===== src/rtl/sync_fifo_param.sv =====
// rtl/sync_fifo_param.sv - parametrised single-clock FIFO with count, flags, flush and FWFT
//
// Ports:
//   clk, rst_n          clock (rising edge), asynchronous active-low reset
//   flush               synchronous empty of the FIFO (ignores wr_en/rd_en that cycle)
//   clr_err             synchronous clear of overflow/underflow (set wins)
//   wr_en, data_in      write request and write word
//   rd_en               read request (FWFT: pop of the head word)
//   data_out, rd_valid  read word and its qualifier
//   full, empty         count == DEPTH, count == 0
//   almost_full         count >= AFULL_TH
//   almost_empty        count <= AEMPTY_TH
//   count               occupancy 0..DEPTH
//   overflow, underflow sticky error flags

module sync_fifo_param #(
    parameter int DATA_W    = 8,
    parameter int DEPTH     = 8,
    parameter int AFULL_TH  = DEPTH - 2,
    parameter int AEMPTY_TH = 2,
    parameter int FWFT      = 0,
    parameter int CNT_W     = $clog2(DEPTH + 1)
) (
    input  logic              clk,
    input  logic              rst_n,
    input  logic              flush,
    input  logic              clr_err,
    input  logic              wr_en,
    input  logic [DATA_W-1:0] data_in,
    input  logic              rd_en,
    output logic [DATA_W-1:0] data_out,
    output logic              rd_valid,
    output logic              full,
    output logic              empty,
    output logic              almost_full,
    output logic              almost_empty,
    output logic [CNT_W-1:0]  count,
    output logic              overflow,
    output logic              underflow
);

    localparam int PTR_W = (DEPTH > 1) ? $clog2(DEPTH) : 1;

    localparam logic [PTR_W-1:0] LAST_PTR = PTR_W'(DEPTH - 1);
    localparam logic [CNT_W-1:0] DEPTH_C  = CNT_W'(DEPTH);
    localparam logic [CNT_W-1:0] AFULL_C  = CNT_W'(AFULL_TH);
    localparam logic [CNT_W-1:0] AEMPTY_C = CNT_W'(AEMPTY_TH);

    logic [DATA_W-1:0] mem [DEPTH];
    logic [PTR_W-1:0]  wr_ptr;
    logic [PTR_W-1:0]  rd_ptr;
    logic [CNT_W-1:0]  count_q;
    logic              wr_acc;
    logic              rd_acc;

    // All status flags are decoded from the count register only, so there is
    // no combinational path from wr_en/rd_en to any flag.
    assign full         = (count_q == DEPTH_C);
    assign empty        = (count_q == '0);
    assign almost_full  = (count_q >= AFULL_C);
    assign almost_empty = (count_q <= AEMPTY_C);
    assign count        = count_q;

    // A write into a full FIFO is refused even if a read frees a slot in the
    // same cycle; a flush cycle accepts nothing.
    assign wr_acc = wr_en & ~full  & ~flush;
    assign rd_acc = rd_en & ~empty & ~flush;

    always_ff @(posedge clk or negedge rst_n) begin
        if (!rst_n) begin
            wr_ptr  <= '0;
            rd_ptr  <= '0;
            count_q <= '0;
        end else if (flush) begin
            wr_ptr  <= '0;
            rd_ptr  <= '0;
            count_q <= '0;
        end else begin
            // Explicit wrap so non-power-of-two depths work.
            if (wr_acc) begin
                wr_ptr <= (wr_ptr == LAST_PTR) ? '0 : wr_ptr + PTR_W'(1);
            end
            if (rd_acc) begin
                rd_ptr <= (rd_ptr == LAST_PTR) ? '0 : rd_ptr + PTR_W'(1);
            end
            if (wr_acc && !rd_acc) begin
                count_q <= count_q + CNT_W'(1);
            end else if (rd_acc && !wr_acc) begin
                count_q <= count_q - CNT_W'(1);
            end
        end
    end

    // Sticky errors: a set in the same cycle as clr_err wins. Requests during a
    // flush cycle are ignored and so cannot set an error.
    always_ff @(posedge clk or negedge rst_n) begin
        if (!rst_n) begin
            overflow  <= 1'b0;
            underflow <= 1'b0;
        end else begin
            if (!flush && wr_en && full) begin
                overflow <= 1'b1;
            end else if (clr_err) begin
                overflow <= 1'b0;
            end
            if (!flush && rd_en && empty) begin
                underflow <= 1'b1;
            end else if (clr_err) begin
                underflow <= 1'b0;
            end
        end
    end

    // Storage is deliberately not reset.
    always_ff @(posedge clk) begin
        if (wr_acc) begin
            mem[wr_ptr] <= data_in;
        end
    end

    generate
        if (FWFT != 0) begin : g_fwft
            // Head word is presented directly; zero while empty so the reset
            // value of data_out is 0.
            assign data_out = empty ? '0 : mem[rd_ptr];
            assign rd_valid = ~empty;
        end else begin : g_std
            logic [DATA_W-1:0] dout_q;
            logic              valid_q;

            always_ff @(posedge clk or negedge rst_n) begin
                if (!rst_n) begin
                    dout_q  <= '0;
                    valid_q <= 1'b0;
                end else if (flush) begin
                    valid_q <= 1'b0;
                end else begin
                    valid_q <= rd_acc;
                    if (rd_acc) begin
                        dout_q <= mem[rd_ptr];
                    end
                end
            end

            assign data_out = dout_q;
            assign rd_valid = valid_q;
        end
    endgenerate

endmodule


===== config.mk =====
export PLATFORM = sky130hd
export DESIGN_NAME = sync_fifo_param
export DESIGN_NICKNAME = d
export VERILOG_FILES = /design/src/rtl/sync_fifo_param.sv
export SDC_FILE = /design/constraint.sdc
export NUM_CORES = 1
export LEC_CHECK = 0
export CORE_MARGIN = 1
export CORE_UTILIZATION = 55
export DETAILED_ROUTE_END_ITERATION = 8
export GPL_ROUTABILITY_DRIVEN = 0
export PLACE_DENSITY = 0.76
export SLEW_MARGIN = 15
export SYNTH_ARGS = -nofsm -noshare
export SYNTH_HDL_FRONTEND = slang
export SYNTH_SLANG_ARGS = --single-unit
export TNS_END_PERCENT = 50

===== constraint.sdc =====
create_clock -name clk -period 3.1 [get_ports clk]
set_input_delay 0.62 -clock clk [delete_from_list [all_inputs] [get_ports clk]]
set_output_delay 0.62 -clock clk [all_outputs]
set_load 0.03 [all_outputs]

# [Word level (Yosys, flattened, before mapping)]
# Memories as Yosys holds them, arrays and structs flattened. A register that Yosys moved wholly into a read port is not among the register bits.
# Index checks and enable logic that the tools add are counted.
[word_totals] ramBits=64 wordCells=55 inputBits=14 memories=1 output_inout_bits=19 ff_bits=13
[classes] n_bitwise=7 n_addsub=4 muxes=15 eq_ne=3 magnitude_cmp=2 n_reduce_logical=17
[mem_list] memory="mem" depth=8 width=8 rd=1 rd_clocked_by_memory_dff=1 write_ports=1 line="49" text="logic [DATA_W-1:0] mem [DEPTH];"
[op_table] operator="3-bit 2-to-1 mux" n=6
[op_table] operator="4-bit 2-to-1 mux" n=3
[op_table] operator="2-bit nonzero test" n=4
[op_table] operator="3-bit by 1-bit adder with 3-bit output, second input constant" n=2
[op_table] operator="3-bit == test, second input constant" n=2
[op_table] operator="1-bit logical AND" n=6
[op_table] operator="1-bit 2-to-1 mux" n=6
[op_table] operator="4-bit by 1-bit adder with 4-bit output, second input constant" n=1
[op_table] operator="1-bit AND" n=4
[op_table] operator="4-bit == test, second input constant" n=1
[op_table] operator="4-bit by 3-bit >= comparator with 1-bit output, second input constant" n=1
[op_table] operator="4-bit by 2-bit <= comparator with 1-bit output, second input constant" n=1
[op_table] operator="1-bit zero test" n=4
[op_table] operator="4-bit zero test" n=1
[op_table] operator="4-bit by 1-bit subtractor with 4-bit output, second input constant" n=1
[op_table] operator="1-bit inverter" n=3
[op_table] operator="3-bit nonzero test" n=1
[op_table] operator="2-bit AND reduction" n=1

# [Longest topological paths before layout]
# Gate-level depths: netlist of the first run.
[depth] word_depth=9 ltp_mapped=8 depth_no_buf=8

# [Worst setup path after synthesis of the first run]
# No wires, ideal clock.
[synth_path] kind="flip-flop to flip-flop" startpoint="register count_q[1] (netlist: count[1])" endpoint="register count_q[3] (netlist: count[3])" n_path_buf=0 synth_period_minus_slack_ps=2848 setup_ps=87 t_arrival_ps=2761 path_stages_with_launch=9 setup_slack_ps=252 required_time_ps=3013 cell_sequence="dfrtp_1 -> or4_4 -> inv_2 -> o211ai_1 -> ha_1 -> a21o_1 -> a21oi_1 -> mux2_2 -> a22oi_1"
[synth_between] elab_chain_cells=8 elab_cells_between_ends=18 cone_classes="add/sub: 2; eq/ne: 1; mux: 3; bitwise: 6; reduce/logical: 6"
[synth_lines] element="start: declaration" line="52" text="logic [CNT_W-1:0] count_q;"
[synth_lines] element="start signal: assignment" line="87" text="count_q <= count_q + CNT_W'(1);"
[synth_lines] element="start signal: assignment" line="89" text="count_q <= count_q - CNT_W'(1);"
[synth_lines] element="4-bit zero test *" line="59" text="assign empty = (count_q == '0);"
[synth_lines] element="named net empty" line="34" text="output logic empty,"
[synth_lines] element="1-bit inverter *" line="67" text="assign rd_acc = rd_en & ~empty & ~flush;"
[synth_lines] element="1-bit AND * (2 in series)" line="67"
[synth_lines] element="1-bit zero test" line="86" text="if (wr_acc && !rd_acc) begin"
[synth_lines] element="1-bit logical AND" line="86"
[synth_lines] element="4-bit 2-to-1 mux" line="86"
[synth_lines] element="4-bit 2-to-1 mux" line="74" text="end else if (flush) begin"
# The timed path passes the listed nets; every way through them passes the cells marked *. The select of a mux whose other input is x is not followed.
# A chain may end at the register's enable or synchronous reset.

# [Worst setup path after layout of the first run]
[layout_path] startpoint="register count_q[1] (netlist: count[1])" endpoint="output port full"
[layout_between] elab_chain_cells=1
[layout_lines] element="4-bit == test" line="58" text="assign full = (count_q == DEPTH_C);"
[layout_lines] element="end: declaration" line="33" text="output logic full,"
# No other way between the ends.

==> results of run 1 <==
per-layer routing:
layer | vias to the layer above | global-route usage (%) | share of wire, %
met2 | 67 | 35.58 | 52
met3 | 7 | 5.730 | 5.2
met5 | - | 0 | 0
li1 | 915 | - | -
met1 | 965 | 25.71 | 41
met4 | 0 | 7.500 | 1.2
worst min-delay path, cell delays in order (launching register included):
cell     delay (ps)
dfrtp_1         350
nor2_1           50
a21oi_1         100
report_power, final:
part	internal, mW	total [mW]	switching, mW
Sequential	1.35	1.49	0.146
Clock	0.455	0.843	0.387
Combinational	0.460	0.982	0.522
Total	2.26	3.32	1.06
area by class of cell:
class                      count  share of cell area (%)
clock buffer                   9                   2.954
clock inverter                 7                   2.358
inverter                       9                  0.8057
multi-input combinational    107                   22.56
sequential                    85                   58.40
tap                           75                   2.238
timing repair buffer          49                   10.68
logic make-up after synthesis:
family                   share of synthesized area [%]
AO/OA/AOI/OAI                                    4.230
AND/OR/NAND/NOR                                  6.725
flip-flops                                       70.72
XOR/XNOR                                        0.2531
adder cells (fa/ha/maj)                          2.748
buffers and inverters                            1.952
multiplexers                                     13.38
state kept, by name, summed over array words and instances, names as in the netlist:
| register | flops |
|---|---|
| overflow | 1 |
| wr_ptr | 3 |
| data_out | 8 |
| count | 4 |
| rd_valid | 1 |
| rd_ptr | 3 |
| underflow | 1 |
| mem | 64 |
through the flow:
stage	setup WS, ps	cell area [um2]	cells	util, %	hold slack (ps)
6_report	171.5	4193	341	69.99	533.8
5_1_grt	44.05	4193	341	69.99	564.3
4_1_cts	148.2	4192	341	69.97	537.2
3_5_place_dp	264.2	3969	325	66.25	516.6
3_3_place_gp	317.5	3969	325	66.25	506.1
2_1_floorplan	251.8	3461	209	-	324.4
cells in the final DEF, fill, tap and decap left out, types with 2 or more instances in the layout:
cell,instances
ha_1,6
or3_1,2
o21ai_1,3
clkinvlp_4,4
clkbuf_8,9
edfxtp_1,64
nor3_1,4
nand2b_1,3
buf_4,17
dfrtp_1,20
mux2i_1,8
bufinv_16,2
nand4_1,3
nand2_1,13
mux2_2,2
inv_1,8
clkdlybuf4s50_1,32
nor2_1,12
nand3_1,4
a21oi_1,15
mux4_2,16
final timing paths:
check | start | endpoint | cells past startpoint
hold / removal | data_out[5] | data_out[5] | 2
min in group asynchronous | rst_n | data_out[7] | 2
setup reg to reg | count[1] | count[3] | 7
hold reg to reg | data_out[5] | data_out[5] | 2
setup / recovery | count[1] | full | 3
max in group asynchronous | rst_n | rd_ptr[0] | 2
==> flow_metrics.py, run 1 <==
metrics = {
    "outcome": {
        "outcome": "finished, final reports clean",
    },
    "power_and_ir_drop": {
        "power_leakage_nw": 1.478,
        "ir_worst_vdd_mv": 0.5823,
        "p_total_mw": 3.316,
        "cellPowerDensity_nw_per_um2": 790.9,
    },
    "global_route": {
        "grt_pass1_wl_mm": 9.432,
        "grt_antenna_before_repair": 0,
        "pin_count_of_the_biggest_net_entering_global_routing": 22,
        "global_route.overflow_total": 0,
        "gr-usage-all-layers_pct": 20.96,
        "via_count_of_the_first_global_routing_pass": 1869,
    },
    "timing": {
        "setup_total_negative_slack_ps": 0,
        "rsz0062_at_grt": "false",
        "slew-limit-headroom_pct": 44.32,
        "layout_worst_path_cycle_share_pct": 94.47,
        "hold_vio_cnt_final": 0,
        "report.final.setup_viol": 0,
        "final.setup_skew_ps": 7.941,
        "max_clock_freq_mhz": 341.5,
        "tightest_slew_ps": 835.3,
        "final_period_minus_worst_setup_slack_ps": 2928,
        "slew_viol_final": 0,
    },
    "setup_path": {
        "slowest_cell_on_the_critical_path": "or4b_1",
        "reg2reg_setup_slack_ps": 480,
        "critPathCaptureType": "primary output",
        "criticalPathCategory": "reg2out",
        "slowest_delay_ps": 710,
        "timing.critical_path.cells": "or4b_1 > inv_1 > clkdlybuf4s50_1",
        "cell_family_with_the_largest_share_of_critical_path_delay": "buffers and inverters",
        "crit_buf_inv": 2,
        "cp-start-kind": "register",
        "worst_ep_arrival_time_ps": 2310,
        "timing.critical_path.required_ps": 2480,
        "crit_fanout": 8,
    },
    "cells_and_area": {
        "multi_input_comb_area_um2": 945.9,
        "n_antenna_cell": 0,
        "final-seq-area_um2": 2449,
        "syn_to_final_growth_pct": 21.15,
        "fillCellCount": 406,
        "final_layout_size_suffix_gt1_share_pct": 20.30,
        "final_net_count": 282,
    },
    "floorplan": {
        "floorplan.die.height_um": 81.33,
        "ioPinCount": 33,
        "die-width_um": 81.33,
        "fp-row-count": 28,
        "floorplan.initialDensity_pct": 57.77,
        "core_region_area_um2": 5991,
        "die_area_um2": 6614,
    },
    "yosys": {
        "yosys.area.top_type": "edfxtp_1",
        "cell_count_after_synthesis": 209,
        "synth-seq-area-share_pct": 70.72,
        "synth.yosys.warnings": 0,
        "ys_types": 36,
        "ys_async_sr_fraction_pct": 24.71,
        "flop_and_latch_count_out_of_synthesis": 85,
        "post_synth.cell_area_avg_um2": 16.56,
        "post-synth-top-count-cell": "edfxtp_1",
        "synthTopCellsByArea": "edfxtp_1, dfrtp_1, mux4_2",
        "netlist_top_cells_count": "edfxtp_1, dfrtp_1, mux4_2",
        "synth.net_count": 230,
        "synth_flop_cell": "edfxtp_1",
        "synth.cell_area_um2": 3461,
        "synth_edf_count": 64,
        "post-synth-top-area-fraction_pct": 55.53,
    },
    "clocking": {
        "cts_tree": "done",
        "cts-buffers-inserted": 9,
        "clock-sinks": 85,
        "buffer_depth_of_the_longest_clock_path": 2,
        "cts.reportedPaths.clkPinSlew_ps": 90,
        "post_cts_hold_buffer_count": 0,
        "insertion_delay_ps": 350,
        "clock_tree.htree_level_count": 3,
        "cts-root-buf": "clkbuf_8",
        "ctsResizeCount": 0,
        "cts_post_setup_buffers_inserted": 0,
    },
    "detailed_routing": {
        "detail_route.wl_per_cell_um": 18.17,
        "remaining_drc_errors": 0,
        "num_vias": 1954,
        "detail_route.iter0.violations": 126,
        "detailedRoute.firstPassIterationCount": 4,
        "vias_per_cell": 5.730,
        "route.antenna.remaining_nets": 0,
        "finalWirelength_mm": 6.196,
    },
    "hold_path": {
        "holdCritPathClass": "reg2reg",
    },
    "job": {
        "cap_viol_max_count": 0,
    },
    "placement": {
        "detailed_place_hpwl_mm": 4.108,
        "number_of_port_buffers": 32,
    },
}
Power figures use the tool's default switching activity.
==> run 2: changes to the inputs <==
--- a/config.mk
+++ b/config.mk
@@ -10,6 +10,7 @@
 export DETAILED_ROUTE_END_ITERATION = 8
 export GPL_ROUTABILITY_DRIVEN = 0
 export PLACE_DENSITY = 0.76
+export RECOVER_POWER = 50
 export SLEW_MARGIN = 15
 export SYNTH_ARGS = -nofsm -noshare
 export SYNTH_HDL_FRONTEND = slang
==> run 2 against run 1 <==
- flip-flop and latch count unchanged
- critical path type unchanged
- largest cell class unchanged
- critical endpoint unchanged
- utilization down 0.13 points
- combinational power down 1%
- via count down 0.15%
- largest power group unchanged
==> flow_metrics.py, run 2 (synthesis results as in run 1) <==
metrics = {
    "outcome": {
        "outcome": "finished, final reports clean",
    },
    "setup_path": {
        "timing.critical_path.cells": "or4b_1 > inv_1 > clkdlybuf4s50_1",
        "criticalPathCategory": "reg2out",
        "crit_fanout": 8,
        "worstReg2RegEnd": "count[3]",
        "slowest_cell_on_the_critical_path": "or4b_1",
        "cell_family_with_the_largest_share_of_critical_path_delay": "buffers and inverters",
        "slowest_delay_ps": 710,
        "worst_ep_arrival_time_ps": 2310,
        "critPathCaptureType": "primary output",
        "crit-reg2reg-launch": "count[1]",
        "crit_buf_inv": 2,
        "r2r_cells": 8,
        "cp-start-kind": "register",
        "reg2reg_setup_slack_ps": 410,
        "timing.critical_path.required_ps": 2480,
    },
    "hold_path": {
        "min_delay_path_depth": 2,
        "min_from": "data_out[5]",
        "min_delay_worst_endpoint": "data_out[5]",
        "holdCritPathClass": "reg2reg",
    },
    "placement": {
        "detailed_place_hpwl_mm": 4.108,
        "number_of_port_buffers": 32,
    },
    "detailed_routing": {
        "detail_route.iter0.violations": 127,
        "detailedRoute.firstPassIterationCount": 4,
        "finalWirelength_mm": 6.195,
        "num_vias": 1951,
        "remaining_drc_errors": 0,
        "vias_per_cell": 5.721,
        "route.antenna.remaining_nets": 0,
        "detail_route.wl_per_cell_um": 18.17,
    },
    "timing": {
        "slew-limit-headroom_pct": 22.24,
        "final.setup_skew_ps": 7.959,
        "max_clock_freq_mhz": 341.8,
        "slew_viol_final": 0,
        "tightest_slew_ps": 1166,
        "rsz0062_at_grt": "false",
        "layout_worst_path_cycle_share_pct": 94.37,
        "report.final.setup_viol": 0,
        "setup_total_negative_slack_ps": 0,
        "hold_vio_cnt_final": 0,
        "final_period_minus_worst_setup_slack_ps": 2925,
    },
    "clocking": {
        "ctsResizeCount": 0,
        "clock_tree.htree_level_count": 3,
        "cts.reportedPaths.clkPinSlew_ps": 90,
        "cts_tree": "done",
        "cts_post_setup_buffers_inserted": 0,
        "cts-buffers-inserted": 9,
        "clock-sinks": 85,
        "insertion_delay_ps": 350,
        "buffer_depth_of_the_longest_clock_path": 2,
        "post_cts_hold_buffer_count": 0,
        "cts-root-buf": "clkbuf_8",
    },
    "floorplan": {
        "floorplan.initialDensity_pct": 57.77,
        "fp-row-count": 28,
        "floorplan.die.height_um": 81.33,
        "core_region_area_um2": 5991,
        "die-width_um": 81.33,
        "ioPinCount": 33,
        "die_area_um2": 6614,
    },
    "global_route": {
        "grt_pass1_wl_mm": 9.432,
        "met3_usage_pct": 5.730,
        "via_count_of_the_first_global_routing_pass": 1869,
        "grt_use_met1_pct": 25.71,
        "use_met2_pct": 35.58,
        "grt-busiest-layer": "met2",
        "global_route.overflow_total": 0,
        "pin_count_of_the_biggest_net_entering_global_routing": 22,
        "grt_antenna_before_repair": 0,
        "gr-usage-all-layers_pct": 20.96,
    },
    "cells_and_area": {
        "final_net_count": 282,
        "mostFrequentLayoutCell": "edfxtp_1",
        "final_layout_size_suffix_gt1_share_pct": 19.55,
        "largest_register_ffs": 64,
        "most-common-layout-cells": "edfxtp_1, clkdlybuf4s50_1, dfrtp_1",
        "syn_to_final_growth_pct": 20.93,
        "fillCellCount": 407,
        "regMostFlops": "mem",
        "n_antenna_cell": 0,
    },
    "power_and_ir_drop": {
        "power_leakage_nw": 1.476,
        "cellPowerDensity_nw_per_um2": 789.4,
        "p_total_mw": 3.304,
        "ir_worst_vdd_mv": 0.5593,
    },
    "job": {
        "cap_viol_max_count": 0,
    },
}
## run 2: cell types whose count changed in the layout (fill, tap and decap cells not counted)
cell	change
buf_4	-1
clkbuf_1	+1
clkdlybuf4s50_1	-10
dlygate4sd3_1	+10
or4_1	+1
or4_4	-1
## run 2: tightest hold or removal path, delay by kind of cell (launching register included)
family | cells | cell delay (ps)
AOI/OAI and AO/OA | 1 | 100
DFF | 1 | 350
and+or+nand+nor | 1 | 50
## run 2: final cells by class
cell class	count	area [um2]	share of cell area, %
sequential	85	2449	58.51
tap	75	93.84	2.242
multi-input combinational	107	942.2	22.51
clock buffer	9	123.9	2.960
inverter	9	33.78	0.8072
clock inverter	7	98.84	2.362
timing repair buffer	49	444.2	10.61
## run 2: power breakdown
group,total (mW),internal (mW),switching [mW]
clock network,0.843,0.455,0.387
registers,1.49,1.34,0.145
logic,0.972,0.450,0.521
## run 2: worst max path at each step
stage                  start       end  slack, ps  cells past startpoint
floorplan           count[1]  count[3]        250                      8
global route        count[1]      full         50                      3
detailed placement     flush  count[3]        260                      9
finish              count[1]      full        170                      3
CTS                 count[1]      full        150                      3
global placement       flush  count[3]        320                      9
## run 2: per-layer routing
metal / up-vias / share of wire, % / wire [um]
li1: 915 / - / -
met1: 965 / 42 / 2583
met2: 64 / 52 / 3219
met3: 7 / 5.1 / 315
met4: 0 / 1.2 / 77
met5: - / 0 / 0
## run 2: per-stage QoR
| step | hold slack, ps | cells | util, % | instance area (um2) | setup WS [ps] |
|---|---|---|---|---|---|
| final | 533.8 | 341 | 69.86 | 4185 | 174.7 |
| after global routing | 564.3 | 341 | 69.86 | 4185 | 48.55 |
| after CTS | 537.2 | 341 | 69.97 | 4192 | 148.2 |
| after detailed placement | 516.6 | 325 | 66.25 | 3969 | 264.2 |
| after global placement | 506.1 | 325 | 66.25 | 3969 | 317.5 |
| after floorplan | 324.4 | 209 | - | 3461 | 251.8 |
